[config.mk]
export PLATFORM = sky130hd
export DESIGN_NAME = motion_alarm_controller_flat
export DESIGN_NICKNAME = d
export VERILOG_FILES = /design/src/rtl/motion_alarm_controller_if.sv /design/src/rtl/motion_alarm_controller.sv /design/src/flat_wrapper.sv
export SDC_FILE = /design/constraint.sdc
export NUM_CORES = 1
export LEC_CHECK = 0
export CAP_MARGIN = 10
export CELL_PAD_IN_SITES_DETAIL_PLACEMENT = 1
export CELL_PAD_IN_SITES_GLOBAL_PLACEMENT = 2
export CORE_MARGIN = 2
export CORE_UTILIZATION = 34
export CTS_BUF_LIST = sky130_fd_sc_hd__clkbuf_4 sky130_fd_sc_hd__clkbuf_8 sky130_fd_sc_hd__clkbuf_16
export CTS_CLUSTER_SIZE = 30
export DETAILED_ROUTE_END_ITERATION = 7
export GPL_TIMING_DRIVEN = 0
export PLACE_DENSITY = 0.93
export SETUP_SLACK_MARGIN = 0.3
export SYNTH_ARGS = -nofsm -noshare
export SYNTH_HDL_FRONTEND = slang
export SYNTH_SLANG_ARGS = --single-unit
[constraint.sdc]
create_clock -name clk -period 3.51 [get_ports clk]
set_clock_uncertainty 0.2 [all_clocks]
set_input_delay 0.351 -clock clk [delete_from_list [all_inputs] [get_ports clk]]
set_output_delay 0.351 -clock clk [all_outputs]
set_load 0.1 [all_outputs]
[src/rtl/motion_alarm_controller_if.sv]
// Sensor/control inputs and alarm status outputs of the motion alarm controller.
// Latency: n/a (wiring only).
// Backpressure: none; all signals are levels sampled every cycle.
interface motion_alarm_controller_if #(
    parameter int NUM_ZONES = 4
);
    logic                 arm;
    logic                 disarm;
    logic [NUM_ZONES-1:0] zone_enable;
    logic [NUM_ZONES-1:0] motion_detected;
    logic                 armed;
    logic                 pre_alarm;
    logic                 alarm;
    logic [NUM_ZONES-1:0] alarm_zone;
    logic [1:0]           state_o;

    // Driver side: the sensor front end and the keypad
    modport master (
        output arm, disarm, zone_enable, motion_detected,
        input  armed, pre_alarm, alarm, alarm_zone, state_o
    );

    // Controller side
    modport slave (
        input  arm, disarm, zone_enable, motion_detected,
        output armed, pre_alarm, alarm, alarm_zone, state_o
    );
endinterface

[src/rtl/motion_alarm_controller.sv]
// Multi-zone motion alarm: per-zone debounce, arm/disarm FSM with entry delay, instant zones, timed siren.
// Latency: a zone hit is seen on the DEBOUNCE_CYCLES-th consecutive high sample; outputs follow one edge later.
// Backpressure: none; inputs are levels sampled every cycle, outputs decode registered state only.
module motion_alarm_controller #(
    parameter int                   NUM_ZONES       = 4,
    parameter int                   DEBOUNCE_CYCLES = 3,
    parameter int                   ENTRY_DELAY     = 8,
    parameter int                   ALARM_CYCLES    = 16,
    parameter logic [NUM_ZONES-1:0] INSTANT_MASK    = NUM_ZONES'(1)
) (
    input logic                     clk,
    input logic                     reset,
    motion_alarm_controller_if.slave bus
);
    localparam int DW = $clog2(DEBOUNCE_CYCLES + 1);
    localparam int EW = $clog2(ENTRY_DELAY + 1);
    localparam int AW = $clog2(ALARM_CYCLES + 1);

    localparam logic [DW-1:0] DB_MAX     = DW'(DEBOUNCE_CYCLES);
    localparam logic [DW-1:0] DB_THR     = DW'(DEBOUNCE_CYCLES - 1);
    localparam logic [EW-1:0] ENTRY_LAST = EW'(ENTRY_DELAY - 1);
    localparam logic [AW-1:0] ALARM_LAST = AW'(ALARM_CYCLES - 1);

    typedef enum logic [1:0] {
        DISARMED = 2'd0,
        ARMED    = 2'd1,
        ENTRY    = 2'd2,
        ALARM    = 2'd3
    } state_t;

    state_t               state, state_nx;
    logic [EW-1:0]        entry_cnt, entry_cnt_nx;
    logic [AW-1:0]        alarm_cnt, alarm_cnt_nx;
    logic [NUM_ZONES-1:0] zone_reg, zone_nx;

    logic [DW-1:0]        db_cnt [NUM_ZONES];
    logic [NUM_ZONES-1:0] hit;
    logic                 inst_hit;
    logic                 any_hit;

    // Per-zone run-length of high samples, saturating; enable does not touch the count
    always_ff @(posedge clk) begin
        for (int i = 0; i < NUM_ZONES; i++) begin
            if (reset || !bus.motion_detected[i]) begin
                db_cnt[i] <= '0;
            end else if (db_cnt[i] != DB_MAX) begin
                db_cnt[i] <= db_cnt[i] + DW'(1);
            end
        end
    end

    // A hit is the D-th consecutive high sample (or later) on an enabled zone
    always_comb begin
        hit = '0;
        for (int i = 0; i < NUM_ZONES; i++) begin
            hit[i] = bus.zone_enable[i] & bus.motion_detected[i] & (db_cnt[i] >= DB_THR);
        end
    end

    assign inst_hit = |(hit & INSTANT_MASK);
    assign any_hit  = |hit;

    // State, counters and the sticky zone record
    always_ff @(posedge clk) begin
        if (reset) begin
            state     <= DISARMED;
            entry_cnt <= '0;
            alarm_cnt <= '0;
            zone_reg  <= '0;
        end else begin
            state     <= state_nx;
            entry_cnt <= entry_cnt_nx;
            alarm_cnt <= alarm_cnt_nx;
            zone_reg  <= zone_nx;
        end
    end

    // Next state: disarm always wins; counters are reloaded on entry so they never wrap
    always_comb begin
        state_nx     = state;
        entry_cnt_nx = '0;
        alarm_cnt_nx = '0;
        zone_nx      = zone_reg;

        unique case (state)
            DISARMED: begin
                if (bus.disarm) begin
                    zone_nx = '0;
                end else if (bus.arm) begin
                    state_nx = ARMED;
                end
            end

            ARMED: begin
                if (bus.disarm) begin
                    state_nx = DISARMED;
                    zone_nx  = '0;
                end else begin
                    zone_nx = zone_reg | hit;
                    if (inst_hit) begin
                        state_nx = ALARM;
                    end else if (any_hit) begin
                        state_nx = ENTRY;
                    end
                end
            end

            ENTRY: begin
                if (bus.disarm) begin
                    state_nx = DISARMED;
                    zone_nx  = '0;
                end else begin
                    zone_nx = zone_reg | hit;
                    if (inst_hit || entry_cnt == ENTRY_LAST) begin
                        state_nx = ALARM;
                    end else begin
                        entry_cnt_nx = entry_cnt + EW'(1);
                    end
                end
            end

            ALARM: begin
                if (bus.disarm) begin
                    state_nx = DISARMED;
                    zone_nx  = '0;
                end else begin
                    zone_nx = zone_reg | hit;
                    if (alarm_cnt == ALARM_LAST) begin
                        state_nx = ARMED;
                    end else begin
                        alarm_cnt_nx = alarm_cnt + AW'(1);
                    end
                end
            end

            default: begin
                state_nx = DISARMED;
                zone_nx  = '0;
            end
        endcase
    end

    // Outputs are pure decodes of registered state
    assign bus.armed      = (state != DISARMED);
    assign bus.pre_alarm  = (state == ENTRY);
    assign bus.alarm      = (state == ALARM);
    assign bus.alarm_zone = zone_reg;
    assign bus.state_o    = state;
endmodule
[src/flat_wrapper.sv]
// flat-port wrapper written by rule: the top's interface ports become plain ports
module motion_alarm_controller_flat 
#(
    parameter int                   NUM_ZONES       = 4,
    parameter int                   DEBOUNCE_CYCLES = 3,
    parameter int                   ENTRY_DELAY     = 8,
    parameter int                   ALARM_CYCLES    = 16,
    parameter logic [NUM_ZONES-1:0] INSTANT_MASK    = NUM_ZONES'(1)
)
  (clk, reset, bus_arm, bus_disarm, bus_zone_enable, bus_motion_detected, bus_armed, bus_pre_alarm, bus_alarm, bus_alarm_zone, bus_state_o);
  motion_alarm_controller_if #(.NUM_ZONES(NUM_ZONES)) bus_i ();
  input logic clk;
  input logic reset;
  input wire logic [$bits(bus_i.arm)-1:0] bus_arm;
  input wire logic [$bits(bus_i.disarm)-1:0] bus_disarm;
  input wire logic [$bits(bus_i.zone_enable)-1:0] bus_zone_enable;
  input wire logic [$bits(bus_i.motion_detected)-1:0] bus_motion_detected;
  output wire logic [$bits(bus_i.armed)-1:0] bus_armed;
  output wire logic [$bits(bus_i.pre_alarm)-1:0] bus_pre_alarm;
  output wire logic [$bits(bus_i.alarm)-1:0] bus_alarm;
  output wire logic [$bits(bus_i.alarm_zone)-1:0] bus_alarm_zone;
  output wire logic [$bits(bus_i.state_o)-1:0] bus_state_o;
  assign bus_i.arm = bus_arm;
  assign bus_i.disarm = bus_disarm;
  assign bus_i.zone_enable = bus_zone_enable;
  assign bus_i.motion_detected = bus_motion_detected;
  assign bus_armed = bus_i.armed;
  assign bus_pre_alarm = bus_i.pre_alarm;
  assign bus_alarm = bus_i.alarm;
  assign bus_alarm_zone = bus_i.alarm_zone;
  assign bus_state_o = bus_i.state_o;
  motion_alarm_controller #(.NUM_ZONES(NUM_ZONES), .DEBOUNCE_CYCLES(DEBOUNCE_CYCLES), .ENTRY_DELAY(ENTRY_DELAY), .ALARM_CYCLES(ALARM_CYCLES), .INSTANT_MASK(INSTANT_MASK)) u_core (.clk(clk), .reset(reset), .bus(bus_i));
endmodule
==> summary.md, run 1 <==
| Metric | Value |
|---|---|
| Shortest period the worst path allows | 2.80 ns |
| DR vias | 833 |
| Path type of the worst min-delay path | reg2reg |
| R2R Setup Slk | 1.31 ns |
| Req. time, crit path | 2.96 ns |
| Outcome | completed |
| Vias in the first global route | 850 |
| Setup slack of the critical path after layout | 0.712 ns |
| Most common cell after layout, fill and taps aside | clkdlybuf4s50_1 |
| Placed wire-length estimate | 1770 um |
| Post-synthesis sequential area ratio | 48.5% |
| Die W | 61.3 um |
| RD Place Congestion | 0.709 |
| Initial standard-cell utilization of the core | 36.2% |
| Setup crit end kind | primary output |
| Number of hold-slack violations in the final timing report | 0 |
| Count of boundary I/O pins | 21 |
| Average instance area after synthesis | 10.0 sq um |
| Leading cell types in the layout, fill and taps excluded | 20 x clkdlybuf4s50_1, 18 x nor2_1, 15 x dfxtp_1 |
| Cells resized by post-CTS repair | 0 |
| Max-capacitance violation count | 0 |
| Drt wl/cell | 12.1 um |
| Post-layout utilization of the core | 45.4% |
| Number of antenna violations at the first check in global routing | 0 |
| Gate count after technology mapping | 111 |
| First-pass iteration count of the detailed router | 4 |
| CTS Buffer Depth | 2 |
| WP data arrival | 2.25 ns |
| Launch point of the worst reg-to-reg path | u_core.db_cnt[0][1] |
| Clk_lat worst skew | 0.31 ns |
| Yosys synthesis warning count | 0 |
| Synth Register Bits | 23 |
| Termination of the worst setup path | bus_armed |
| Combinational fraction of design power | 33.1% |
| WS Path Type | reg2out |
| Clock tree sinks | 23 |
| Y dimension of the die | 61.3 um |
| Residual antenna-violating net count after detailed routing | 0 |
| Gate family responsible for the most delay along the worst path | buffers and inverters |
| DRC violations left | 0 |
| Final count of negative-setup-slack endpoints | 0 |
| Count of pins over their slew limit | 0 |
| Routed wire length | 2170 um |
| Pre-CTS setup slack | 1.08 ns |
| Site row count | 20 |
| Biggest fanout along the worst timing path | 7 |
| Post-route cell area | 1400 sq um |
| Reg2reg path depth | 5 |
| Share of the clock period used by the worst path | 79.7% |
| Placed cell areas | 1370 sq um |
| Sw frac | 36.7% |
| VDD IR max | 257 uV |
| Chain of cells forming the critical path | or2_2, clkbuf_2, clkdlybuf4s50_1 |
| Number of enable-type register cells in the synthesized netlist | 8 |
| Worst R2R End | u_core.bus.state_o[0] |
| Power per unit of standard cell area | 451 nW/um^2 |
| Synthesized cell area | 1110 sq um |
| Proportion of power drawn by flip-flops and latches | 47.8% |
| Top flip-flop cell by instance count after synthesis | dfxtp_1 |
| Clock network fraction of design power | 19.0% |
| Timing startpoint of the critical path | u_core.bus.state_o[1] |
| Clock Pin Slew Worst Setup and Hold Paths | 0.13 ns |
| Net Switching | 0.000231 W |
| Setup crit start kind | flop |
| Total Negative Setup Slacks | 0 ns |
| Standard cell with the maximum stage delay on the critical path | clkdlybuf4s50_1 |
| All-Layer GR Usage | 13.4% |
| Total grt overflow | 0 |
| Post-synthesis cell type count | 29 |
| Number of DRC violations after detailed-routing iteration 0 | 7 |
| Area growth from synthesis to layout | 25.5% |
| Floorplan Core Area | 3080 sq um |
| Worst slew margin | 34.6% |
| Average via count per standard cell | 4.65 |
| Setup repair after global routing missed its margin | no |
| Design internal power | 0.000399 W |
| Hold buffer count at cts | 0 |
| Share of cells above drive strength 1 | 5.93% |
| Number of buffers added for setup after CTS | 0 |
| Slowest cell delay on critical path | 1.15 ns |
| P_leak | 0.569 nW |
| Number of cells on the critical path | 3 |
| Fraction of registers with async set or reset after synthesis | 0% |
| First-pass GRT wire length | 3630 um |
| Layout Nets | 159 |
| H-tree levels | 1 |
| TritonCTS clock tree | yes |
| Count of input and output buffers | 20 |
| Die Outline Area | 3750 sq um |
| Pin slew with the least headroom to its limit | 0.977 ns |
| Peak clock frequency supported by timing | 357 MHz |
| Power consumption | 0.000630 W |
| Root buffer cell | clkbuf_4 |
| Buffer and inverter count on the worst path | 2 |
| Synth Net Count | 134 |
| Maximum number of pins on one net before global-route repair | 14 |
| Clock buffer count from CTS | 3 |
| Number of antenna repair diodes | 0 |
[power groups by stage]
| stage | clock network (W) | registers [W] | logic [W] |
|---|---|---|---|
| 4_1_cts | 0.000129 | 0.000302 | 0.000210 |
| 6_report | 0.000120 | 0.000301 | 0.000209 |
| 3_5_place_dp | 0 | 0.000307 | 0.000210 |
| 5_1_grt | 0.000141 | 0.000304 | 0.000219 |
| 3_3_place_gp | 0 | 0.000307 | 0.000208 |
| 2_1_floorplan | 0 | 0.000349 | 0.000113 |
[cells by family (layout without fill, tap and decap cells)]
kind of cell,count (synthesis),after routing,share of synthesized area [%]
AO/OA/AOI/OAI,14,14,8.98
AND/OR/NAND/NOR,44,44,21.0
buffers and inverters,14,38,4.71
XOR/XNOR,4,4,3.14
multiplexers,1,1,1.35
flip-flops,23,23,48.5
adder cells (fa/ha/maj),11,11,12.3
[metrics by stage]
step           hold slack (ns)  instances
6_report                 0.255        179
5_1_grt                  0.276        179
4_1_cts                  0.260        179
3_5_place_dp             0.239        175
3_3_place_gp             0.227        175
2_1_floorplan            0.218        111
[layout make-up]
class | instances | area (sq um)
Inverter | 12 | 45.0
Clock inverter | 1 | 5.00
Tap cell | 44 | 55.1
Sequential cell | 23 | 541
Buffer | 2 | 8.76
Multi-Input combinational cell | 74 | 522
Timing Repair Buffer | 20 | 200
Fill cell | 356 | 1680
Clock buffer | 3 | 22.5
[worst reg2reg max path, cell delays in order, from the launching register on]
cell      delay [ns]
edfxtp_1        0.44
ha_1            0.20
o211a_1         0.27
or4b_1          0.53
o211a_1         0.16
mux2_4          0.30
[metal layers]
metal / vias to the layer above / GRT usage (%) / routed length [um]
met4: 0 / 5.59 / 12
met3: 2 / 3.15 / 89
met1: 392 / 14.4 / 921
met2: 11 / 24.9 / 1140
li1: 428 / - / -
met5: - / 0 / 0
[cells in the mapped netlist (3+ instances only)]
master | n | area, sq um
nor2_1 | 18 | 67.6
dfxtp_1 | 15 | 300
ha_1 | 11 | 138
inv_1 | 11 | 41.3
edfxtp_1 | 8 | 240
a21oi_1 | 6 | 30.0
nand3_1 | 6 | 30.0
nand2b_1 | 4 | 25.0
nand3b_1 | 4 | 30.0
o211ai_1 | 3 | 22.5
[worst min-delay path by stage]
| stage | start | endpoint | slack (ns) | depth (start not counted) |
|---|---|---|---|---|
| 2_1_floorplan | u_core.alarm_cnt[0] | u_core.alarm_cnt[0] | 0.22 | 1 |
| 3_3_place_gp | u_core.alarm_cnt[0] | u_core.alarm_cnt[0] | 0.23 | 1 |
| 3_5_place_dp | u_core.entry_cnt[0] | u_core.entry_cnt[0] | 0.24 | 1 |
| 4_1_cts | u_core.entry_cnt[0] | u_core.entry_cnt[0] | 0.26 | 1 |
| 5_1_grt | u_core.entry_cnt[0] | u_core.entry_cnt[0] | 0.28 | 1 |
| 6_report | u_core.entry_cnt[0] | u_core.entry_cnt[0] | 0.25 | 1 |
[registers in the layout, indices dropped and copies added, names as in the netlist]
name                   flops
u_core.bus.state_o         2
u_core.entry_cnt           4
u_core.bus.alarm_zone      4
u_core.alarm_cnt           5
u_core.db_cnt              8
Note: power is estimated with default switching activity, not from simulation.
==> run 2: changes to the inputs <==
--- a/config.mk
+++ b/config.mk
@@ -9,12 +9,12 @@
 export CELL_PAD_IN_SITES_DETAIL_PLACEMENT = 1
 export CELL_PAD_IN_SITES_GLOBAL_PLACEMENT = 2
 export CORE_MARGIN = 2
-export CORE_UTILIZATION = 34
+export CORE_UTILIZATION = 28
 export CTS_BUF_LIST = sky130_fd_sc_hd__clkbuf_4 sky130_fd_sc_hd__clkbuf_8 sky130_fd_sc_hd__clkbuf_16
 export CTS_CLUSTER_SIZE = 30
 export DETAILED_ROUTE_END_ITERATION = 7
 export GPL_TIMING_DRIVEN = 0
-export PLACE_DENSITY = 0.93
+export PLACE_DENSITY = 0.83
 export SETUP_SLACK_MARGIN = 0.3
 export SYNTH_ARGS = -nofsm -noshare
 export SYNTH_HDL_FRONTEND = slang
==> constraint.sdc (replaced) <==
create_clock -name clk -period 2.4 [get_ports clk]
set_clock_uncertainty 0.2 [all_clocks]
set_input_delay 0.24 -clock clk [delete_from_list [all_inputs] [get_ports clk]]
set_output_delay 0.24 -clock clk [all_outputs]
set_load 0.1 [all_outputs]
==> summary.md, run 2 (synthesis gave the netlist of run 1 again) <==
| Metric | Value |
|---|---|
| Biggest register | u_core.db_cnt |
| Layout Nets | 162 |
| Leading cell types in the layout, fill and taps excluded | 18 x nor2_1, 13 x dfxtp_1, 11 x inv_1, 11 x clkdlybuf4s50_1, 10 x ha_1 |
| Most congested layer reported by global routing | met2 |
| Worst hold slack | 0.256 ns |
| P_leak | 0.619 nW |
| Gate family responsible for the most delay along the worst path | simple AND/OR/NAND/NOR gates |
| TritonCTS clock tree | yes |
| Site row count | 22 |
| Clock tree sinks | 23 |
| Power per unit of standard cell area | 691 nW/um^2 |
| M3 GR Usage | 3.04% |
| Global-route track usage on met2 | 24.4% |
| Floorplan Core Area | 3740 sq um |
| Setup crit start kind | flop |
| Most common cell after layout, fill and taps aside | nor2_1 |
| Residual antenna-violating net count after detailed routing | 0 |
| Area growth from synthesis to layout | 30.6% |
| Biggest regs | u_core.db_cnt x8, u_core.alarm_cnt x5 |
| Outcome | completed |
| Placed wire-length estimate | 2060 um |
| Grt met1 use | 14.2% |
| Drt wl/cell | 13.9 um |
| Cell repeated most along the worst path | o211a_1 |
| DR vias | 884 |
| Setup repair after global routing missed its margin | yes |
| Setup crit end kind | flop |
| Clk_lat worst skew | 0.27 ns |
| Total grt overflow | 0 |
| CTS Buffer Depth | 2 |
| Vias in the first global route | 948 |
| Shortest period the worst path allows | 2.13 ns |
| Die W | 67.1 um |
| Total Negative Setup Slacks | 0 ns |
| First-pass GRT wire length | 4370 um |
| Number of antenna repair diodes | 0 |
| Share of the clock period used by the worst path | 88.7% |
| Die Outline Area | 4500 sq um |
| Biggest fanout along the worst timing path | 2 |
| H-tree levels | 1 |
| Final count of negative-setup-slack endpoints | 0 |
| Buffer and inverter count on the worst path | 0 |
| First-pass iteration count of the detailed router | 4 |
| DRC violations left | 0 |
| Count of input and output buffers | 20 |
| Clock buffer count from CTS | 3 |
| Y dimension of the die | 67.1 um |
| All-Layer GR Usage | 13.2% |
| Number of DRC violations after detailed-routing iteration 0 | 13 |
| WP data arrival | 2.09 ns |
| Standard cell with the maximum stage delay on the critical path | or4b_4 |
| Worst slew margin | 36.4% |
| Hold buffer count at cts | 0 |
| Count of pins over their slew limit | 0 |
| Peak clock frequency supported by timing | 470 MHz |
| Number of hold-slack violations in the final timing report | 0 |
| Clock Pin Slew Worst Setup and Hold Paths | 0.09 ns |
| VDD IR max | 232 uV |
| RD Place Congestion | 0.754 |
| Number of antenna violations at the first check in global routing | 0 |
| Routed wire length | 2590 um |
| Share of cells above drive strength 1 | 13.8% |
| Slowest cell delay on critical path | 0.50 ns |
| WS Path Type | reg2reg |
| Initial standard-cell utilization of the core | 29.8% |
| Max FFs per register | 8 |
| Chain of cells forming the critical path | ha_2, o211a_1, or4b_4, o211a_1, mux2_4 |
| Pin slew with the least headroom to its limit | 0.958 ns |
| Req. time, crit path | 2.36 ns |
| Post-layout utilization of the core | 38.9% |
| Max-capacitance violation count | 0 |
| Average via count per standard cell | 4.75 |
| Count of boundary I/O pins | 21 |
| Root buffer cell | clkbuf_8 |
| Maximum number of pins on one net before global-route repair | 15 |
| Path type of the worst min-delay path | reg2reg |
==> run 2: area by class of cell <==
type / count / area, sq um
fill: 453 / 2290
sequential: 23 / 548
multi-input combinational: 74 / 531
timing repair buffer: 23 / 213
tap: 48 / 60.1
inverter: 12 / 45.0
clock buffer: 3 / 41.3
buffer: 2 / 11.3
clock inverter: 1 / 7.51
==> run 2: worst paths after layout <==
| kind | startpoint | end | slack (ns) | depth (start not counted) |
|---|---|---|---|---|
| min reg2reg | u_core.alarm_cnt[0] | u_core.alarm_cnt[0] | 0.26 | 1 |
| max reg2reg | u_core.db_cnt[0][1] | u_core.bus.state_o[0] | 0.27 | 5 |
| min | u_core.alarm_cnt[0] | u_core.alarm_cnt[0] | 0.26 | 1 |
| max | u_core.db_cnt[0][1] | u_core.bus.state_o[0] | 0.27 | 5 |
==> run 2: timing repair <==
item	4_1_cts	5_1_grt
pin swaps	3	0
resized for setup	16	1
endpoints found under the setup margin	13	3
buffers inserted	3	0
==> run 2: layer usage <==
layer	part of all wire (%)	up-vias
met5	0	-
met4	1.8	0
met3	4.1	5
met2	54	14
met1	40	434
li1	-	431
==> run 2: worst register-to-register path, stage by stage (launching register included) <==
cell	delay (ns)
edfxtp_1	0.41
ha_2	0.20
o211a_1	0.25
or4b_4	0.50
o211a_1	0.16
mux2_4	0.30
==> run 2: report_power, final <==
group	internal [W]	switching, W	leakage [nW]	total, W
combinational	0.000101	0.000211	0.379	0.000313
sequential	0.000424	0.0000200	0.218	0.000444
clock	0.000118	0.000132	0.0217	0.000249
total	0.000643	0.000363	0.619	0.00101
==> run 2: stage by stage <==
step	power [W]	setup WS (ns)	cell area [sq um]	instances
after floorplan	0.000686	0.210	1130	111
after global placement	0.000766	0.181	1390	179
after detailed placement	0.000773	0.155	1390	179
after CTS	0.00102	0.270	1460	186
after global routing	0.00105	0.232	1460	186
final	0.00101	0.272	1460	186
==> run 3: changes to the inputs <==
--- a/config.mk
+++ b/config.mk
@@ -5,16 +5,16 @@
 export SDC_FILE = /design/constraint.sdc
 export NUM_CORES = 1
 export LEC_CHECK = 0
-export CAP_MARGIN = 10
+export ABC_CLOCK_PERIOD_IN_PS = 2100
 export CELL_PAD_IN_SITES_DETAIL_PLACEMENT = 1
 export CELL_PAD_IN_SITES_GLOBAL_PLACEMENT = 2
 export CORE_MARGIN = 2
-export CORE_UTILIZATION = 28
+export CORE_UTILIZATION = 31
 export CTS_BUF_LIST = sky130_fd_sc_hd__clkbuf_4 sky130_fd_sc_hd__clkbuf_8 sky130_fd_sc_hd__clkbuf_16
 export CTS_CLUSTER_SIZE = 30
 export DETAILED_ROUTE_END_ITERATION = 7
 export GPL_TIMING_DRIVEN = 0
-export PLACE_DENSITY = 0.83
+export PLACE_DENSITY = 0.86
 export SETUP_SLACK_MARGIN = 0.3
 export SYNTH_ARGS = -nofsm -noshare
 export SYNTH_HDL_FRONTEND = slang
==> constraint.sdc (replaced) <==
create_clock -name clk -period 2.1 [get_ports clk]
set_clock_uncertainty 0.2 [all_clocks]
set_input_delay 0.21 -clock clk [delete_from_list [all_inputs] [get_ports clk]]
set_output_delay 0.21 -clock clk [all_outputs]
set_load 0.1 [all_outputs]
==> summary.md, run 3 (synthesis gave the netlist of run 1 again) <==
| Metric | Value |
|---|---|
| Peak clock frequency supported by timing | 481 MHz |
| Setup crit start kind | flop |
| Launch point of the worst hold path | u_core.bus.alarm_zone[1] |
| Leading cell types in the layout, fill and taps excluded | 15 x nor2_1, 13 x dfxtp_1, 11 x inv_1, 11 x clkdlybuf4s50_1, 10 x ha_1 |
| Total Negative Setup Slacks | 0 ns |
| RD Place Congestion | 0.666 |
| Count of pins over their slew limit | 0 |
| Number of antenna violations at the first check in global routing | 0 |
| Area growth from synthesis to layout | 32.2% |
| Post-Place Cells | 177 |
| All-Layer GR Usage | 12.5% |
| Pre-CTS setup slack | -0.118 ns |
| Biggest regs | u_core.db_cnt x8, u_core.alarm_cnt x5 |
| Pin slew with the least headroom to its limit | 0.547 ns |
| Standard cell with the maximum stage delay on the critical path | or4b_4 |
| Biggest register | u_core.db_cnt |
| Final count of negative-setup-slack endpoints | 0 |
| Initial standard-cell utilization of the core | 32.9% |
| Biggest fanout along the worst timing path | 2 |
| WP data arrival | 2.09 ns |
| Clk_lat worst skew | 0.30 ns |
| Site row count | 21 |
| CTS Buffer Depth | 2 |
| Gate family responsible for the most delay along the worst path | simple AND/OR/NAND/NOR gates |
| Path type of the worst min-delay path | reg2reg |
| DRC violations left | 0 |
| Count of input and output buffers | 20 |
| Residual antenna-violating net count after detailed routing | 0 |
| Buffer and inverter count on the worst path | 0 |
| Worst hold slack | 0.259 ns |
| Post-Layout Cell Count | 185 |
| Count of boundary I/O pins | 21 |
| P_leak | 0.610 nW |
| Max-capacitance violation count | 0 |
| Placed wire-length estimate | 1900 um |
| Share of cells above drive strength 1 | 22.3% |
| Total grt overflow | 0 |
| Average via count per standard cell | 4.58 |
| TritonCTS clock tree | yes |
| Launch point of the worst reg-to-reg path | u_core.db_cnt[0][1] |
| Power consumption | 0.00109 W |
| R2R Setup Slk | 0.02 ns |
| Hold worst-path end | u_core.bus.alarm_zone[1] |
| First-pass GRT wire length | 4130 um |
| Number of antenna repair diodes | 0 |
| Y dimension of the die | 64.0 um |
| Routed wire length | 2310 um |
| Floorplan Core Area | 3390 sq um |
| H-tree levels | 1 |
| Clock Pin Slew Worst Setup and Hold Paths | 0.13 ns |
| Setup repair after global routing missed its margin | yes |
| Most common cell after layout, fill and taps aside | nor2_1 |
| Hold Path Cell Cnt | 2 |
| Shortest period the worst path allows | 2.08 ns |
| Number of DRC violations after detailed-routing iteration 0 | 16 |
| Chain of cells forming the critical path | ha_2, o211a_1, or4b_4, o211a_1, mux2_4 |
| Cell repeated most along the worst path | o211a_1 |
| VDD IR max | 228 uV |
| Worst slew margin | 63.7% |
| Maximum number of pins on one net before global-route repair | 13 |
| Number of hold-slack violations in the final timing report | 0 |
| Reg2reg path depth | 5 |
| Drt wl/cell | 12.5 um |
| Vias in the first global route | 1005 |
| Die Outline Area | 4090 sq um |
| Power per unit of standard cell area | 738 nW/um^2 |
| Layout Nets | 163 |
| Share of the clock period used by the worst path | 99.0% |
| Setup crit end kind | flop |
| Outcome | completed |
| First-pass iteration count of the detailed router | 2 |
| Clock tree sinks | 23 |
| DR vias | 848 |
| Setup slack of the critical path after layout | 0.0203 ns |
| Req. time, crit path | 2.11 ns |
| Root buffer cell | clkbuf_4 |
| Slowest cell delay on critical path | 0.49 ns |
| Max FFs per register | 8 |
| Clock buffer count from CTS | 3 |
| Worst R2R End | u_core.bus.state_o[0] |
| Die W | 64.0 um |
| WS Path Type | reg2reg |
run 3: cell count changes in the layout (fill, tap and decap cells not counted), moves of 3 or more:
| cell | previous run | this run |
|---|---|---|
| clkbuf_8 | 3 | 0 |
| clkdlybuf4s15_2 | 2 | 6 |
| nor2_2 | 0 | 3 |
| nor2_1 | 18 | 15 |
| clkbuf_4 | 1 | 6 |
| dlygate4sd2_1 | 6 | 0 |
run 3: repair_timing:
action,4_1_cts,5_1_grt
hold buffers,0,0
pin swaps,7,2
buffers inserted,4,0
setup endpoints to repair,15,13
gates resized for setup,35,9
run 3: worst max-delay path by stage:
stage	cells past startpoint	slack [ns]	startpoint	to
finish	5	0.02	u_core.db_cnt[0][1]	u_core.bus.state_o[0]
global placement	5	-0.09	u_core.db_cnt[0][1]	u_core.bus.state_o[0]
detailed placement	5	-0.12	u_core.db_cnt[0][1]	u_core.bus.state_o[0]
CTS	5	0.02	u_core.db_cnt[0][1]	u_core.bus.state_o[0]
floorplan	4	-0.09	u_core.bus.state_o[1]	u_core.bus.state_o[0]
global route	5	-0.04	u_core.db_cnt[0][1]	u_core.bus.state_o[0]
run 3: layout make-up:
type,instances,area [sq um]
sequential,23,548
inverter,12,45.0
fill,387,1920
buffer,2,11.3
multi-input combinational,74,551
clock buffer,4,30.0
tap,46,57.6
timing repair buffer,24,231
run 3: per-layer routing:
layer	vias to the layer above	GRT usage [%]	wire length [um]
li1	432	-	-
met2	10	24.9	1280
met5	-	0	0
met4	0	3.53	12
met3	2	2.29	52
met1	404	13.1	962
run 3: worst register-to-register path, cell delays in order, from the launching register on:
cell      delay [ns]
edfxtp_1        0.42
ha_2            0.20
o211a_1         0.23
or4b_4          0.49
o211a_1         0.16
mux2_4          0.30
run 3: stage by stage:
stage | utilization, % | cell area [sq um]
2_1_floorplan | - | 1130
3_3_place_gp | 40.9 | 1390
3_5_place_dp | 40.9 | 1390
4_1_cts | 43.1 | 1460
5_1_grt | 43.5 | 1470
6_report | 43.5 | 1470
run 3: where the power goes:
part | internal (W) | switching (W)
logic | 0.000127 | 0.000243
clock network | 0.0000868 | 0.000123
registers | 0.000485 | 0.0000230
